--- src/rtl/screen_sequencer_if.sv ---
// Blitter control and VGA write-port bundle for the Pong screen sequencer.
// master: the sequencer (drives blitter start/select and the VGA port).
// slave : the blitter/VGA side (drives the blitter pixel stream).
interface screen_sequencer_if;
  logic       scr_enable;
  logic [1:0] select_screen;
  logic       scr_busy;
  logic [9:0] scr_x;
  logic [9:0] scr_y;
  logic [2:0] scr_colour;
  logic       vga_plot;
  logic [9:0] vga_x;
  logic [9:0] vga_y;
  logic [2:0] vga_colour;

  modport master (
    output scr_enable, select_screen, vga_plot, vga_x, vga_y, vga_colour,
    input  scr_busy, scr_x, scr_y, scr_colour
  );

  modport slave (
    input  scr_enable, select_screen, vga_plot, vga_x, vga_y, vga_colour,
    output scr_busy, scr_x, scr_y, scr_colour
  );
endinterface

--- src/rtl/screen_sequencer.sv ---
// Top-level screen flow controller for VGA Pong.
// Walks title -> instructions -> game, launching the full-screen blitter for
// each image and waiting for it to drain, and owns the single VGA write port:
// outside GAME the latency-aligned blitter stream drives it, in GAME the
// game-object drawer does.
module screen_sequencer #(
  parameter int         PIX_LAT   = 2,
  parameter logic [1:0] SCR_TITLE = 2'd0,
  parameter logic [1:0] SCR_INSTR = 2'd1
) (
  input  logic               clk,
  input  logic               resetn,
  input  logic               key_next,
  input  logic               game_over,
  input  logic               game_plot,
  input  logic [9:0]         game_x,
  input  logic [9:0]         game_y,
  input  logic [2:0]         game_colour,
  output logic               game_grant,
  output logic [2:0]         state,
  screen_sequencer_if.master bus
);

  typedef enum logic [2:0] {
    T_GO   = 3'd0,
    T_DRAW = 3'd1,
    T_SHOW = 3'd2,
    I_GO   = 3'd3,
    I_DRAW = 3'd4,
    I_SHOW = 3'd5,
    GAME   = 3'd6
  } state_e;

  // Drain counter only needs to reach PIX_LAT-1.
  localparam int                 DRAIN_W    = (PIX_LAT > 2) ? $clog2(PIX_LAT) : 1;
  localparam logic [DRAIN_W-1:0] DRAIN_LAST = DRAIN_W'(PIX_LAT - 1);

  state_e             state_r;
  state_e             next_s;
  logic               key_prev_r;
  logic               key_rise_s;
  logic               in_go_s;
  logic               in_draw_s;
  logic               draw_done_s;
  logic               busy_seen_r;
  logic [DRAIN_W-1:0] drain_r;
  logic               scr_enable_r;
  logic [1:0]         select_r;
  logic               game_grant_r;
  logic               busy_d_r [PIX_LAT];
  logic [9:0]         x_d_r    [PIX_LAT];
  logic [9:0]         y_d_r    [PIX_LAT];
  logic               vga_plot_r;
  logic [9:0]         vga_x_r;
  logic [9:0]         vga_y_r;
  logic [2:0]         vga_colour_r;

  // Decode state classes, the key rising edge and blit completion.
  always_comb begin
    key_rise_s  = key_next & ~key_prev_r;
    in_go_s     = (state_r == T_GO) || (state_r == I_GO);
    in_draw_s   = (state_r == T_DRAW) || (state_r == I_DRAW);
    // Blit finished and the last pixel has left the PIX_LAT pipeline.
    draw_done_s = busy_seen_r && !bus.scr_busy && (drain_r == DRAIN_LAST);
  end

  // Next-state logic; key edges only matter in the SHOW states.
  always_comb begin
    next_s = state_r;
    case (state_r)
      T_GO:    next_s = T_DRAW;
      T_DRAW:  if (draw_done_s) next_s = T_SHOW; else next_s = T_DRAW;
      T_SHOW:  if (key_rise_s)  next_s = I_GO;   else next_s = T_SHOW;
      I_GO:    next_s = I_DRAW;
      I_DRAW:  if (draw_done_s) next_s = I_SHOW; else next_s = I_DRAW;
      I_SHOW:  if (key_rise_s)  next_s = GAME;   else next_s = I_SHOW;
      GAME:    if (game_over)   next_s = T_GO;   else next_s = GAME;
      default: next_s = T_GO;
    endcase
  end

  // State register and key edge history.
  always_ff @(posedge clk) begin
    if (!resetn) begin
      state_r    <= T_GO;
      key_prev_r <= 1'b0;
    end else begin
      state_r    <= next_s;
      key_prev_r <= key_next;
    end
  end

  // Track that the blitter started, then count the pipeline drain cycles.
  always_ff @(posedge clk) begin
    if (!resetn) begin
      busy_seen_r <= 1'b0;
      drain_r     <= '0;
    end else if (in_go_s) begin
      busy_seen_r <= 1'b0;
      drain_r     <= '0;
    end else if (in_draw_s) begin
      if (bus.scr_busy) begin
        busy_seen_r <= 1'b1;
      end
      if (busy_seen_r && !bus.scr_busy) begin
        drain_r <= drain_r + DRAIN_W'(1);
      end
    end else begin
      busy_seen_r <= busy_seen_r;
      drain_r     <= drain_r;
    end
  end

  // Registered control outputs: start pulse, image select, game grant.
  always_ff @(posedge clk) begin
    if (!resetn) begin
      scr_enable_r <= 1'b0;
      select_r     <= SCR_TITLE;
      game_grant_r <= 1'b0;
    end else begin
      // GO lasts exactly one cycle, so this is a single-cycle pulse.
      scr_enable_r <= in_go_s;
      // Select changes only on entry to a GO state, never mid-blit.
      if (next_s == T_GO) begin
        select_r <= SCR_TITLE;
      end else if (next_s == I_GO) begin
        select_r <= SCR_INSTR;
      end else begin
        select_r <= select_r;
      end
      game_grant_r <= (next_s == GAME);
    end
  end

  // Delay blitter busy/x/y so they line up with the late-arriving colour.
  always_ff @(posedge clk) begin
    if (!resetn) begin
      for (int i = 0; i < PIX_LAT; i++) begin
        busy_d_r[i] <= 1'b0;
        x_d_r[i]    <= 10'd0;
        y_d_r[i]    <= 10'd0;
      end
    end else begin
      busy_d_r[0] <= bus.scr_busy;
      x_d_r[0]    <= bus.scr_x;
      y_d_r[0]    <= bus.scr_y;
      for (int i = 1; i < PIX_LAT; i++) begin
        busy_d_r[i] <= busy_d_r[i-1];
        x_d_r[i]    <= x_d_r[i-1];
        y_d_r[i]    <= y_d_r[i-1];
      end
    end
  end

  // VGA write port: game drawer in GAME, aligned blitter stream otherwise.
  always_ff @(posedge clk) begin
    if (!resetn) begin
      vga_plot_r   <= 1'b0;
      vga_x_r      <= 10'd0;
      vga_y_r      <= 10'd0;
      vga_colour_r <= 3'd0;
    end else if (state_r == GAME) begin
      vga_plot_r   <= game_plot;
      vga_x_r      <= game_x;
      vga_y_r      <= game_y;
      vga_colour_r <= game_colour;
    end else begin
      vga_plot_r   <= busy_d_r[PIX_LAT-1];
      vga_x_r      <= x_d_r[PIX_LAT-1];
      vga_y_r      <= y_d_r[PIX_LAT-1];
      vga_colour_r <= bus.scr_colour;
    end
  end

  assign bus.scr_enable    = scr_enable_r;
  assign bus.select_screen = select_r;
  assign bus.vga_plot      = vga_plot_r;
  assign bus.vga_x         = vga_x_r;
  assign bus.vga_y         = vga_y_r;
  assign bus.vga_colour    = vga_colour_r;
  assign game_grant        = game_grant_r;
  assign state             = state_r;

endmodule

--- src/flat_wrapper.sv ---
// flat-port wrapper written by rule: the top's interface ports become plain ports
module screen_sequencer_flat 
#(
  parameter int         PIX_LAT   = 2,
  parameter logic [1:0] SCR_TITLE = 2'd0,
  parameter logic [1:0] SCR_INSTR = 2'd1
)
  (clk, resetn, key_next, game_over, game_plot, game_x, game_y, game_colour, game_grant, state, bus_scr_enable, bus_select_screen, bus_vga_plot, bus_vga_x, bus_vga_y, bus_vga_colour, bus_scr_busy, bus_scr_x, bus_scr_y, bus_scr_colour);
  screen_sequencer_if bus_i ();
  input  logic clk;
  input  logic resetn;
  input  logic key_next;
  input  logic game_over;
  input  logic game_plot;
  input  logic [9:0] game_x;
  input  logic [9:0] game_y;
  input  logic [2:0] game_colour;
  output logic game_grant;
  output logic [2:0] state;
  output wire logic [$bits(bus_i.scr_enable)-1:0] bus_scr_enable;
  output wire logic [$bits(bus_i.select_screen)-1:0] bus_select_screen;
  output wire logic [$bits(bus_i.vga_plot)-1:0] bus_vga_plot;
  output wire logic [$bits(bus_i.vga_x)-1:0] bus_vga_x;
  output wire logic [$bits(bus_i.vga_y)-1:0] bus_vga_y;
  output wire logic [$bits(bus_i.vga_colour)-1:0] bus_vga_colour;
  input wire logic [$bits(bus_i.scr_busy)-1:0] bus_scr_busy;
  input wire logic [$bits(bus_i.scr_x)-1:0] bus_scr_x;
  input wire logic [$bits(bus_i.scr_y)-1:0] bus_scr_y;
  input wire logic [$bits(bus_i.scr_colour)-1:0] bus_scr_colour;
  assign bus_scr_enable = bus_i.scr_enable;
  assign bus_select_screen = bus_i.select_screen;
  assign bus_vga_plot = bus_i.vga_plot;
  assign bus_vga_x = bus_i.vga_x;
  assign bus_vga_y = bus_i.vga_y;
  assign bus_vga_colour = bus_i.vga_colour;
  assign bus_i.scr_busy = bus_scr_busy;
  assign bus_i.scr_x = bus_scr_x;
  assign bus_i.scr_y = bus_scr_y;
  assign bus_i.scr_colour = bus_scr_colour;
  screen_sequencer #(.PIX_LAT(PIX_LAT), .SCR_TITLE(SCR_TITLE), .SCR_INSTR(SCR_INSTR)) u_core (.clk(clk), .resetn(resetn), .key_next(key_next), .game_over(game_over), .game_plot(game_plot), .game_x(game_x), .game_y(game_y), .game_colour(game_colour), .game_grant(game_grant), .state(state), .bus(bus_i));
endmodule
--- config.mk ---
export PLATFORM = sky130hd
export DESIGN_NAME = screen_sequencer_flat
export DESIGN_NICKNAME = d
export VERILOG_FILES = /design/src/rtl/screen_sequencer_if.sv /design/src/rtl/screen_sequencer.sv /design/src/flat_wrapper.sv
export SDC_FILE = /design/constraint.sdc
export NUM_CORES = 1
export LEC_CHECK = 0
export CORE_MARGIN = 3
export CORE_UTILIZATION = 30
export CTS_CLUSTER_DIAMETER = 100
export DETAILED_ROUTE_END_ITERATION = 16
export GPL_TIMING_DRIVEN = 0
export PLACE_DENSITY_LB_ADDON = 0.08
export SYNTH_ARGS = -nofsm -noshare
export SYNTH_HDL_FRONTEND = slang
export SYNTH_SLANG_ARGS = --single-unit
--- constraint.sdc ---
create_clock -name clk -period 2.4 [get_ports clk]
set_clock_uncertainty 0.05 [all_clocks]
set_input_delay 0.36 -clock clk [delete_from_list [all_inputs] [get_ports clk]]
set_output_delay 0.36 -clock clk [all_outputs]
set_load 0.05 [all_outputs]
==> flow_summary.ini, run 1 <==
[outcome]
status = complete, no violations

[detailed_routing]
drt-total-wl_um = 5520
avgViaCountPerCell = 4.16
vias = 1859
wl_per_cell_um = 12.3
dr.pass1.iters = 4
final_antenna_net_count = 0
drtIter0Drc = 60
drc = 0

[worst_setup_path]
path_delay_family = buffers and inverters
cpMaxStageDelayCell = clkdlybuf4s50_1
worst-path-buf-inv = 1
crit_chain = clkdlybuf4s50_1
crit_type = reg2out
slowest_delay_ps = 860
end_kind = primary output
crit_arrival_ps = 1680
cp.required_ps = 1990
cp_max_fo = 7
startpoint_type = register

[synth]
synth-seq-cells = 75
netlist_area_mm2 = 0.00243
synth_edf_count = 0
ys_types = 33
seq_area_frac_synth = 0.619
syn_area_per_cell_um2 = 9.70
synthArstFlopShare = 0
synth_fp_nets = 302
netlist_instances = 250
synth_warnings = 0
dominantRegCellSynth = dfxtp_1

[timing]
worst_pin_slew_ps = 544
max_freq_ghz = 0.479
slew_headroom = 0.637
drv_slew = 0
min_period_ps = 2090
setup_tns_ps = 0
setup_violations = 0
fin_ws_ps = 313
hold_viol_final = 0
timing.final.crit_share = 0.869
rsz0062_at_grt = no

[power]
power_density_mw_per_mm2 = 746
max-vdd-ir-drop_mv = 0.308
p_leak_nw = 1.37

[floorplanning]
initial_core_util = 0.311
fp-row-count = 32
die_height_um = 95.9
core-area_mm2 = 0.00781
die_area_mm2 = 0.00920
die_w_um = 95.9
ios = 83

[clocking]
cts_tree = yes
cts_max_level = 3
ctsResizeCount = 0
numCtsBuffers = 9
cts-root-buf = clkbuf_8
numClockSinks = 75
clock_latency_ps = 340
clk_pin_slew_worst_paths_ps = 70
clockBufferDepth = 2
post-cts-setup-buffers = 0
holdBufCountCts = 0

[grt]
grt_pass1_wl_um = 8960
track_usage = 0.132
grt_antenna_before_repair = 0
grt_max_degree = 13
grt_pass1_vias = 1762
grt_overflow = 0

[hold_path]
hold_path.class = in2reg

[final_layout]
nets = 393
area_growth_pct = 47.8
seq_area_mm2 = 0.00150
layout-drive-gt1-share = 0.0725
diodes = 0
fillCellCount = 809
multi_input_area_um2 = 821

[placed_design]
dp_slack_ps = 574
hpwl_um = 3800
gp_congestion = 0.800
port_buffers = 80

[job]
cap_violations = 0
layout make-up:
cell class	instances	area share
multi-input cells	153	0.229
well taps	102	0.0356
plain buffers	17	0.0237
flip-flops and latches	75	0.419
repair buffers	80	0.223
clock buffers	10	0.0356
clock inverters	5	0.0286
inverters	5	0.00524
sequential cells by signal, summed over array words and instances (netlist names), 2 cells and up:
register	cells
u_core.x_d_r	20
u_core.bus.vga_colour	3
u_core.busy_d_r	2
u_core.y_d_r	20
u_core.bus.vga_x	10
u_core.state	3
u_core.bus.vga_y	10
Yosys cell counts (3+ instances only):
cell      number  share of area
dfxtp_1       75           0.62
nand2_1       51          0.079
and2_1        42           0.11
a21oi_1       27          0.056
buf_2          8          0.017
clkbuf_1       7          0.011
inv_1          5         0.0077
nor2_1         3         0.0046
o21ai_0        3         0.0062
layer usage:
metal	vias up	wire, µm	share of wire	track usage
met5	-	0	0	0
met4	0	127	0.023	0.0604
met3	10	320	0.058	0.0438
met2	54	2550	0.46	0.202
met1	816	2520	0.46	0.168
li1	979	-	-	-
power breakdown:
group	internal, mW	switching, mW
sequential	1.29	0.0120
combinational	0.127	0.109
clock	0.684	0.452
total	2.10	0.573
cells in the final DEF (no fill, tap or decap), drive strengths merged:
| cell type | synthesis | routed |
|---|---|---|
| a211o | 1 | 1 |
| a211oi | 1 | 1 |
| a21oi | 27 | 27 |
| a22oi | 1 | 1 |
| a311o | 1 | 1 |
| a31oi | 2 | 2 |
| and2 | 42 | 42 |
| and2b | 1 | 1 |
| and3b | 2 | 2 |
| buf | 10 | 10 |
| bufinv | 0 | 3 |
| clkbuf | 7 | 17 |
| clkdlybuf4s50 | 0 | 80 |
| clkinv | 0 | 1 |
| clkinvlp | 0 | 1 |
| conb | 1 | 1 |
| dfxtp | 75 | 75 |
| inv | 5 | 5 |
| nand2 | 51 | 51 |
| nand2b | 1 | 1 |
| nand3 | 1 | 1 |
| nand3b | 1 | 1 |
| nor2 | 3 | 3 |
| nor2b | 2 | 2 |
| nor3b | 2 | 2 |
| nor4 | 1 | 1 |
| nor4bb | 2 | 2 |
| o211ai | 1 | 1 |
| o21ai | 4 | 4 |
| o21bai | 1 | 1 |
| o31ai | 1 | 1 |
| or4 | 1 | 1 |
| or4b | 1 | 1 |
| xnor2 | 1 | 1 |
per-stage QoR:
stage	hold WS, ps	utilization	total power [mW]	area [µm²]	std cells
finish	287	0.459	2.68	3580	447
global route	311	0.459	2.79	3580	447
CTS	280	0.459	2.71	3580	447
detailed placement	367	0.430	1.57	3350	432
global placement	365	0.430	1.57	3350	432
floorplan	362	-	1.44	2430	250
final timing paths:
path | cells past startpoint | start | slack, ps | end
worst max-delay path | 1 | u_core.state[2] | 310 | state[2]
worst min-delay path | 3 | resetn | 290 | u_core.busy_seen_r
worst max register to register | 5 | u_core.state[2] | 880 | u_core.bus.vga_x[8]
worst min register to register | 1 | u_core.x_d_r[0][4] | 380 | u_core.x_d_r[0][14]
cell families (layout without fill, tap and decap cells):
logic type | count (synthesis) | after routing | share of synthesized area
buf+inv | 22 | 117 | 0.0428
other cells | 1 | 1 | 0.00155
simple gates | 111 | 111 | 0.241
xor+xnor | 1 | 1 | 0.00361
compound gates | 40 | 40 | 0.0923
flops | 75 | 75 | 0.619
(Power assumes the default switching activity.)
==> inputs of run 2 (changes only) <==
--- a/config.mk
+++ b/config.mk
@@ -5,7 +5,7 @@
 export SDC_FILE = /design/constraint.sdc
 export NUM_CORES = 1
 export LEC_CHECK = 0
-export CORE_MARGIN = 3
+export CORE_MARGIN = 2
 export CORE_UTILIZATION = 30
 export CTS_CLUSTER_DIAMETER = 100
 export DETAILED_ROUTE_END_ITERATION = 16
==> run 2 against run 1 <==
  * Sequential cell count is the same
  * First-iteration DRC count fell by 40%
  * Global-route usage about the same
  * Final cell count is 0.22% higher
  * Clock power about the same
  * Critical path depth unchanged
  * Critical endpoint unchanged
  * Largest power group unchanged
==> flow_summary.ini, run 2 (synthesis results as in run 1) <==
[clocking]
clockBufferDepth = 2
holdBufCountCts = 0
cts_tree = yes
numClockSinks = 75
cts-root-buf = clkbuf_8
cts_max_level = 3
clk_pin_slew_worst_paths_ps = 80
clock_latency_ps = 330
numCtsBuffers = 9
ctsResizeCount = 0
post-cts-setup-buffers = 0

[timing]
setup_violations = 0
max_freq_ghz = 0.483
timing.final.crit_share = 0.863
drv_slew = 0
setup_tns_ps = 0
rsz0062_at_grt = no
min_period_ps = 2070
hold_viol_final = 0
slew_headroom = 0.621
worst_pin_slew_ps = 569

[grt]
use_met1 = 0.162
track_usage = 0.131
grt_max_degree = 14
grt_pass1_wl_um = 8720
met2_usage = 0.217
grt_overflow = 0
use_met3 = 0.0313
grt_pass1_vias = 1811
grt-busiest-layer = met2
grt_antenna_before_repair = 0

[detailed_routing]
drtIter0Drc = 36
avgViaCountPerCell = 4.22
wl_per_cell_um = 12.1
drc = 0
vias = 1890
drt-total-wl_um = 5430
final_antenna_net_count = 0
dr.pass1.iters = 4

[worst_setup_path]
crit_path_start = u_core.state[2]
cp_max_fo = 7
cpMaxStageDelayCell = clkdlybuf4s50_1
worstSetupPathDepth = 1
crit_type = reg2out
crit_chain = clkdlybuf4s50_1
slowest_delay_ps = 860
worst-path-buf-inv = 1
path_delay_family = buffers and inverters
startpoint_type = register
r2r_cells = 5
crit_arrival_ps = 1660
rr_startpoint = u_core.state[2]
cp.required_ps = 1990
end_kind = primary output

[hold_path]
hold_path.class = in2reg
hold_depth = 3
hold_start = resetn

[final_layout]
diodes = 0
nets = 393
layout_common_cells = clkdlybuf4s50_1, dfxtp_1, nand2_1
fillCellCount = 774
seq_area_mm2 = 0.00150
mostFrequentLayoutCell = clkdlybuf4s50_1
multi_input_area_um2 = 821
area_growth_pct = 48.2
reg_top3 = u_core.x_d_r x20, u_core.y_d_r x20
layout-drive-gt1-share = 0.0751

[power]
p_seq_frac = 0.485
p_clk_frac = 0.427
p_comb_frac = 0.088
power_density_mw_per_mm2 = 747
p_sw_mw = 0.573
power_mw = 2.69
p_int_mw = 2.11
p_leak_nw = 1.38
max-vdd-ir-drop_mv = 0.267
sw_frac_of_total = 0.213

[floorplanning]
die_height_um = 93.9
fp-row-count = 32
initial_core_util = 0.312
core-area_mm2 = 0.00777
die_area_mm2 = 0.00882
ios = 83
die_w_um = 93.9

[job]
cap_violations = 0

[outcome]
status = complete, no violations

[placed_design]
hpwl_um = 3710
port_buffers = 80
gp_congestion = 0.800
==> run 2: final timing paths <==
check / slack, ps / end
max: 330 / state[2]
max reg2reg: 870 / u_core.bus.vga_y[0]
min reg2reg: 380 / u_core.x_d_r[0][11]
min: 310 / u_core.busy_seen_r
==> run 2: per-stage QoR <==
step | hold WS (ps) | setup WS (ps) | instances | utilization | area (µm²)
global placement | 365 | 597 | 432 | 0.432 | 3350
detailed placement | 367 | 597 | 432 | 0.432 | 3350
finish | 313 | 329 | 448 | 0.463 | 3590
CTS | 296 | 310 | 448 | 0.463 | 3590
global route | 325 | 281 | 448 | 0.463 | 3590
floorplan | 362 | 809 | 250 | - | 2430
==> run 2: routing by layer <==
metal,wire length (µm),share of wire
met4,68,0.013
met5,0,0
met2,2610,0.48
met3,287,0.053
met1,2460,0.45
==> run 2: layout make-up <==
type | instances | share of cell area
buffer | 17 | 0.0237
multi-input combinational | 153 | 0.228
sequential | 75 | 0.418
clock inverter | 6 | 0.0313
tap | 102 | 0.0355
clock buffer | 10 | 0.0355
timing repair buffer | 80 | 0.223
inverter | 5 | 0.00522
==> run 2: power by group through the flow <==
stage	clock (mW)	combinational, mW	sequential (mW)
after floorplan	0	0.0635	1.38
after global placement	0	0.239	1.33
after detailed placement	0	0.239	1.33
after CTS	1.18	0.240	1.30
after global routing	1.23	0.255	1.31
final	1.15	0.236	1.30
